==> config.mk <==
export PLATFORM = sky130hd
export DESIGN_NAME = morse_key_sequencer
export DESIGN_NICKNAME = d
export VERILOG_FILES = /design/src/rtl/morse_pkg.sv /design/src/rtl/morse_key_sync.sv /design/src/rtl/morse_key_sequencer.sv
export SDC_FILE = /design/constraint.sdc
export NUM_CORES = 1
export LEC_CHECK = 0
export ABC_CLOCK_PERIOD_IN_PS = 2400
export BUFFER_PORTS_ARGS = -buffer_cell sky130_fd_sc_hd__buf_2
export CAP_MARGIN = 25
export CORE_MARGIN = 2
export CORE_UTILIZATION = 50
export CTS_CLUSTER_SIZE = 30
export DETAILED_ROUTE_END_ITERATION = 8
export PLACE_DENSITY_LB_ADDON = 0.15
export SLEW_MARGIN = 20
export SYNTH_ARGS = -nofsm -noshare
export SYNTH_HDL_FRONTEND = slang
export SYNTH_HIERARCHICAL = 1
export SYNTH_SLANG_ARGS = --single-unit
==> constraint.sdc <==
create_clock -name clk -period 2.4 [get_ports clk]
set_clock_uncertainty 0.15 [all_clocks]
set_input_delay 0.12 -clock clk [delete_from_list [all_inputs] [get_ports clk]]
set_output_delay 0.12 -clock clk [all_outputs]
set_load 0.005 [all_outputs]
==> src/rtl/morse_pkg.sv <==
// Shared Morse definitions: FSM states, symbol encoding and count limits.
// Also used by the translator lookup table.
package morse_pkg;

    typedef enum logic [2:0] {
        ST_IDLE,
        ST_PRESS,
        ST_GAP,
        ST_EMIT,
        ST_HOLD
    } state_t;

    localparam logic       MORSE_DOT    = 1'b0;
    localparam logic       MORSE_DASH   = 1'b1;
    localparam logic [2:0] MAX_SYMBOLS  = 3'd5;
    localparam logic [2:0] CNT_OVERFLOW = 3'd6;

    function automatic logic is_busy(input state_t s);
        return (s == ST_EMIT) || (s == ST_HOLD);
    endfunction

endpackage

==> src/rtl/morse_key_sync.sv <==
// Two-flop synchronizer for the raw key, plus one-cycle rise/fall pulses
// taken on the synchronized level.
module morse_key_sync (
    input  logic clk,
    input  logic rst,
    input  logic i_key,
    output logic o_rise,
    output logic o_fall
);

    logic r_meta;
    logic r_sync;
    logic r_prev;

    always_ff @(posedge clk or posedge rst) begin
        if (rst) begin
            r_meta <= 1'b0;
            r_sync <= 1'b0;
            r_prev <= 1'b0;
        end else begin
            r_meta <= i_key;
            r_sync <= r_meta;
            r_prev <= r_sync;
        end
    end

    assign o_rise = r_sync & ~r_prev;
    assign o_fall = ~r_sync & r_prev;

endmodule

==> src/rtl/morse_key_sequencer.sv <==
// Morse key front end: times presses and gaps, builds the symbol pattern,
// strobes trans at letter end and holds the pattern for the translator.
module morse_key_sequencer
    import morse_pkg::*;
#(
    parameter int MIN_PRESS_CYCLES = 2_000_000,
    parameter int DASH_CYCLES      = 30_000_000,
    parameter int GAP_CYCLES       = 80_000_000,
    parameter int HOLD_CYCLES      = 1_000_001,
    parameter int CNT_W            = 27
) (
    input  logic       clk,
    input  logic       rst,
    input  logic       key,
    input  logic       clr,
    output logic [4:0] led_morse,
    output logic [2:0] led_cnt,
    output logic       trans,
    output logic       busy
);

    localparam logic [CNT_W-1:0] MIN_C     = CNT_W'(MIN_PRESS_CYCLES);
    localparam logic [CNT_W-1:0] DASH_C    = CNT_W'(DASH_CYCLES);
    localparam logic [CNT_W-1:0] GAP_LAST  = CNT_W'(GAP_CYCLES - 1);
    localparam logic [CNT_W-1:0] HOLD_LAST = CNT_W'(HOLD_CYCLES - 1);

    logic w_rise;
    logic w_fall;

    morse_key_sync u_sync (
        .clk    (clk),
        .rst    (rst),
        .i_key  (key),
        .o_rise (w_rise),
        .o_fall (w_fall)
    );

    state_t           r_state;
    logic [CNT_W-1:0] r_cnt;
    logic [4:0]       r_morse;
    logic [2:0]       r_len;
    logic             r_trans;
    logic             r_busy;

    state_t           w_state_nx;
    logic [CNT_W-1:0] w_cnt_nx;
    logic [4:0]       w_morse_nx;
    logic [2:0]       w_len_nx;
    logic             w_dash;

    assign w_dash = (r_cnt >= DASH_C) ? MORSE_DASH : MORSE_DOT;

    always_comb begin
        w_state_nx = r_state;
        w_cnt_nx   = r_cnt;
        w_morse_nx = r_morse;
        w_len_nx   = r_len;
        unique case (r_state)
            ST_IDLE: begin
                if (w_rise) begin
                    w_state_nx = ST_PRESS;
                    w_cnt_nx   = '0;
                end
            end
            ST_PRESS: begin
                if (r_cnt != '1)
                    w_cnt_nx = r_cnt + 1'b1;
                if (w_fall) begin
                    w_cnt_nx = '0;
                    if (r_cnt < MIN_C) begin
                        w_state_nx = (r_len == 3'd0) ? ST_IDLE : ST_GAP;
                    end else begin
                        w_state_nx = ST_GAP;
                        if (r_len < MAX_SYMBOLS) begin
                            w_morse_nx = {r_morse[3:0], w_dash};
                            w_len_nx   = r_len + 3'd1;
                        end else begin
                            w_len_nx   = CNT_OVERFLOW;
                        end
                    end
                end
            end
            ST_GAP: begin
                w_cnt_nx = r_cnt + 1'b1;
                // A new press beats a gap timeout on the same cycle
                if (w_rise) begin
                    w_state_nx = ST_PRESS;
                    w_cnt_nx   = '0;
                end else if (r_cnt == GAP_LAST) begin
                    w_state_nx = ST_EMIT;
                end
            end
            ST_EMIT: begin
                w_state_nx = ST_HOLD;
                w_cnt_nx   = '0;
            end
            ST_HOLD: begin
                w_cnt_nx = r_cnt + 1'b1;
                if (r_cnt == HOLD_LAST) begin
                    w_state_nx = ST_IDLE;
                    w_cnt_nx   = '0;
                    w_morse_nx = '0;
                    w_len_nx   = '0;
                end
            end
            default: begin
                w_state_nx = ST_IDLE;
                w_cnt_nx   = '0;
            end
        endcase
        if (clr && !is_busy(r_state)) begin
            w_state_nx = ST_IDLE;
            w_cnt_nx   = '0;
            w_morse_nx = '0;
            w_len_nx   = '0;
        end
    end

    always_ff @(posedge clk or posedge rst) begin
        if (rst) begin
            r_state <= ST_IDLE;
            r_cnt   <= '0;
            r_morse <= '0;
            r_len   <= '0;
            r_trans <= 1'b0;
            r_busy  <= 1'b0;
        end else begin
            r_state <= w_state_nx;
            r_cnt   <= w_cnt_nx;
            r_morse <= w_morse_nx;
            r_len   <= w_len_nx;
            r_trans <= (w_state_nx == ST_EMIT);
            r_busy  <= is_busy(w_state_nx);
        end
    end

    assign led_morse = r_morse;
    assign led_cnt   = r_len;
    assign trans     = r_trans;
    assign busy      = r_busy;

endmodule
==> impl_metrics.toml <==
[layout]
stdcell_count = 423
antenna_cells = 0
final_nets = 360
drive_gt1_frac = 0.272
finish.instance_area_mm2 = 0.00332
fillers = 456
area_delta_synth_final_pct = 24.2

[global_routing]
grt_first_pass_wirelength_um = 11300
antenna_found_initial = 0
grt_pass1_vias = 2415
grt_use_total = 0.235
grt_max_degree = 41
grt_overflow = 0

[drt]
drt-total-wl_um = 6660
firstDrtPassIters = 4
ant_nets = 0
drt_iter0_markers = 152
via_count = 2484
routedWlPerCell_um = 15.8
viasPerCell = 5.87
drc = 0

[min_path]
hp-class = "in2async"

[clock_network]
cts_made_buffers = 5
clockBufferDepth = 2
cts-root-buf = "clkbuf_8"
h-tree-depth = 2
clk_pin_slew_ns = 0.09
cts_tree = "done"
clock-sinks = 43
clk_latency_ns = 0.30

[power]
swShare = 0.240
combinationalPowerShare = 0.126
p_switching_mw = 0.393
p_per_area_mw_per_mm2 = 493
p_int_mw = 1.24
p_leak_nw = 1.44
ir_drop_mv = 0.307
p_clk_frac = 0.414
seq_power_share = 0.460

[yosys]
syn_inst = 302
syn_nets = 310
yosys_register_bits = 43
synth_area_per_cell_um2 = 8.85
synth.yosys.warnings = 6
synth_cell_types = 61
synth-edff-count = 0
async_flop_share = 1.00
yosysSeqAreaShare = 0.402
synth_area_mm2 = 0.00267
yosys_most_used_dff = "dfrtp_1"

[critical_path]
crit_family = "simple AND/OR/NAND/NOR gates"
crit_fanout = 8
setup.worst_path.class = "reg2reg"
cp.arrival_ns = 2.48
endpoint_kind = "flip-flop"
path_buf_inv = 1
path_common_cell = "or4_4"
worstPathCellList = "or4_4, or4_4, o21bai_4, and2_4, buf_6, o21ai_0, a22o_1"
critPathRequiredTime_ns = 2.45
crit_path_start_kind = "flip-flop"
max_stage_delay_ns = 0.54
cp_slowest_cell = "or4_4"

[placed_design]
post-dp-hpwl_um = 4840
dpl-instance-area_mm2 = 0.00307
place.port_buffers = 13
dp_slack_ns = -0.174
place_congestion = 0.923
placedCellCount = 410

[timing]
slew_viol_final = 0
grt_setup_unrepaired = "true"
finalSetupTns_ns = -0.141
fmax_mhz = 411
fin_ws_ns = -0.0319
setup_viol = 8
period_minus_slack_ns = 2.43
relSlewSlack = 0.561
worst_pin_slew_ns = 0.656
timing.final.crit_share = 1.01
hold_violations = 0

[floorplanning]
die_y_um = 77.1
dieArea_mm2 = 0.00595
pin_count = 14
rows = 26
initial_core_util = 0.520
die_x_um = 77.1
core_mm2 = 0.00514

[job]
drv_cap = 0

[outcome]
violations = "negative setup slack"
status = "finished with violations"
-- layout by cell type, fill, tap and decap left out, types with 2 or more instances in the layout --
cell	instances
nor3_1	10
o21ai_0	11
and2_1	2
inv_1	17
nor2b_1	3
dlygate4sd3_1	2
dfrtp_1	43
or3_4	2
a21oi_1	7
ha_1	4
and3_1	3
mux2i_1	4
clkbuf_8	5
a41oi_2	2
nand3_1	22
nor4_1	3
o311ai_1	2
or4_4	3
o31ai_1	7
buf_6	5
xnor2_1	4
o2bb2ai_1	2
a22o_1	7
xor2_1	2
o21a_1	3
nand4_1	13
nand2_1	33
o21ai_1	6
a2bb2oi_2	6
and2_4	2
nor2_1	29
buf_2	13
buf_4	39
bufinv_16	2
and4bb_2	2
-- stage by stage --
stage          hold slack [ns]   util  power, mW
2_1_floorplan           -0.276      -      0.888
3_3_place_gp            -0.156  0.596      0.955
3_5_place_dp            -0.135  0.596      0.959
4_1_cts                 0.0929  0.635       1.64
5_1_grt                  0.100  0.646       1.69
6_report                0.0838  0.646       1.64
-- registers in the layout, indices dropped and copies added, names as in the netlist --
| name | count |
|---|---|
| busy | 1 |
| u_sync/r_meta | 1 |
| r_state | 3 |
| trans | 1 |
| u_sync/r_sync | 1 |
| led_morse | 5 |
| led_cnt | 3 |
| r_cnt | 27 |
| u_sync/r_prev | 1 |
-- synth_stat cells (4+ instances only) --
library cell | count | area share
nor2_1 | 29 | 0.041
mux2i_1 | 4 | 0.015
a22o_1 | 7 | 0.023
a21oi_1 | 7 | 0.013
xnor2_1 | 4 | 0.013
a2bb2oi_1 | 6 | 0.020
nand2_1 | 34 | 0.048
o31ai_1 | 7 | 0.020
ha_1 | 4 | 0.019
clkbuf_1 | 11 | 0.015
nand3_1 | 22 | 0.041
nor3_1 | 11 | 0.021
nand4_1 | 13 | 0.030
inv_1 | 17 | 0.024
and2_1 | 4 | 0.0094
dfrtp_1 | 43 | 0.40
o21ai_0 | 16 | 0.030
-- power groups by stage --
stage          Sequential (mW)  Combinational [mW]  Clock [mW]
2_1_floorplan            0.765               0.123           0
3_3_place_gp             0.766               0.189           0
3_5_place_dp             0.767               0.192           0
4_1_cts                  0.753               0.202       0.687
5_1_grt                  0.755               0.231       0.709
6_report                 0.753               0.207       0.677
-- logic make-up after synthesis --
family,Yosys count,synth area share
adder cells (fa/ha/maj),4,0.0187
AND/OR/NAND/NOR,141,0.278
multiplexers,5,0.0206
buffers and inverters,34,0.0711
flip-flops,43,0.402
XOR/XNOR,6,0.0197
AO/OA/AOI/OAI,69,0.190
-- worst reg2reg max path: stages, from the launching register on --
cell      delay (ns)
dfrtp_1         0.39
or4_4           0.54
or4_4           0.45
o21bai_4        0.18
and2_4          0.20
buf_6           0.13
o21ai_0         0.09
a22o_1          0.21
-- path summary, 6_finish.rpt --
kind	startpoint	endpoint	slack, ns	cells after the start
max	r_cnt[26]	r_cnt[9]	-0.03	7
min	rst	u_sync/r_prev	0.08	3
max reg2reg	r_cnt[26]	r_cnt[9]	-0.03	7
min reg2reg	u_sync/r_meta	u_sync/r_sync	0.21	0
max in group asynchronous	rst	r_cnt[20]	1.38	4
min in group clk	u_sync/r_meta	u_sync/r_sync	0.21	0
-- metal layers --
layer	routed length (um)	GRT usage
met1	2990	0.306
met2	3300	0.397
met3	256	0.0424
met4	112	0.0768
met5	0	0
-- cell type report --
type | count | area [um^2] | share of cell area
sequential | 43 | 1080 | 0.324
tap | 70 | 87.6 | 0.0264
clock buffer | 6 | 72.6 | 0.0218
inverter | 17 | 63.8 | 0.0192
clock inverter | 2 | 60.1 | 0.0181
timing repair buffer | 60 | 454 | 0.137
multi-input combinational | 225 | 1510 | 0.454
-- timing repair --
| item | CTS | global route |
|---|---|---|
| endpoints found under the hold margin | 44 | 0 |
| pin swaps | 2 | 4 |
| setup buffers | 0 | 3 |
| resized for setup | 13 | 12 |
| setup endpoints to repair | 29 | 26 |
| hold buffers | 2 | 0 |
Power figures use the tool's default switching activity.
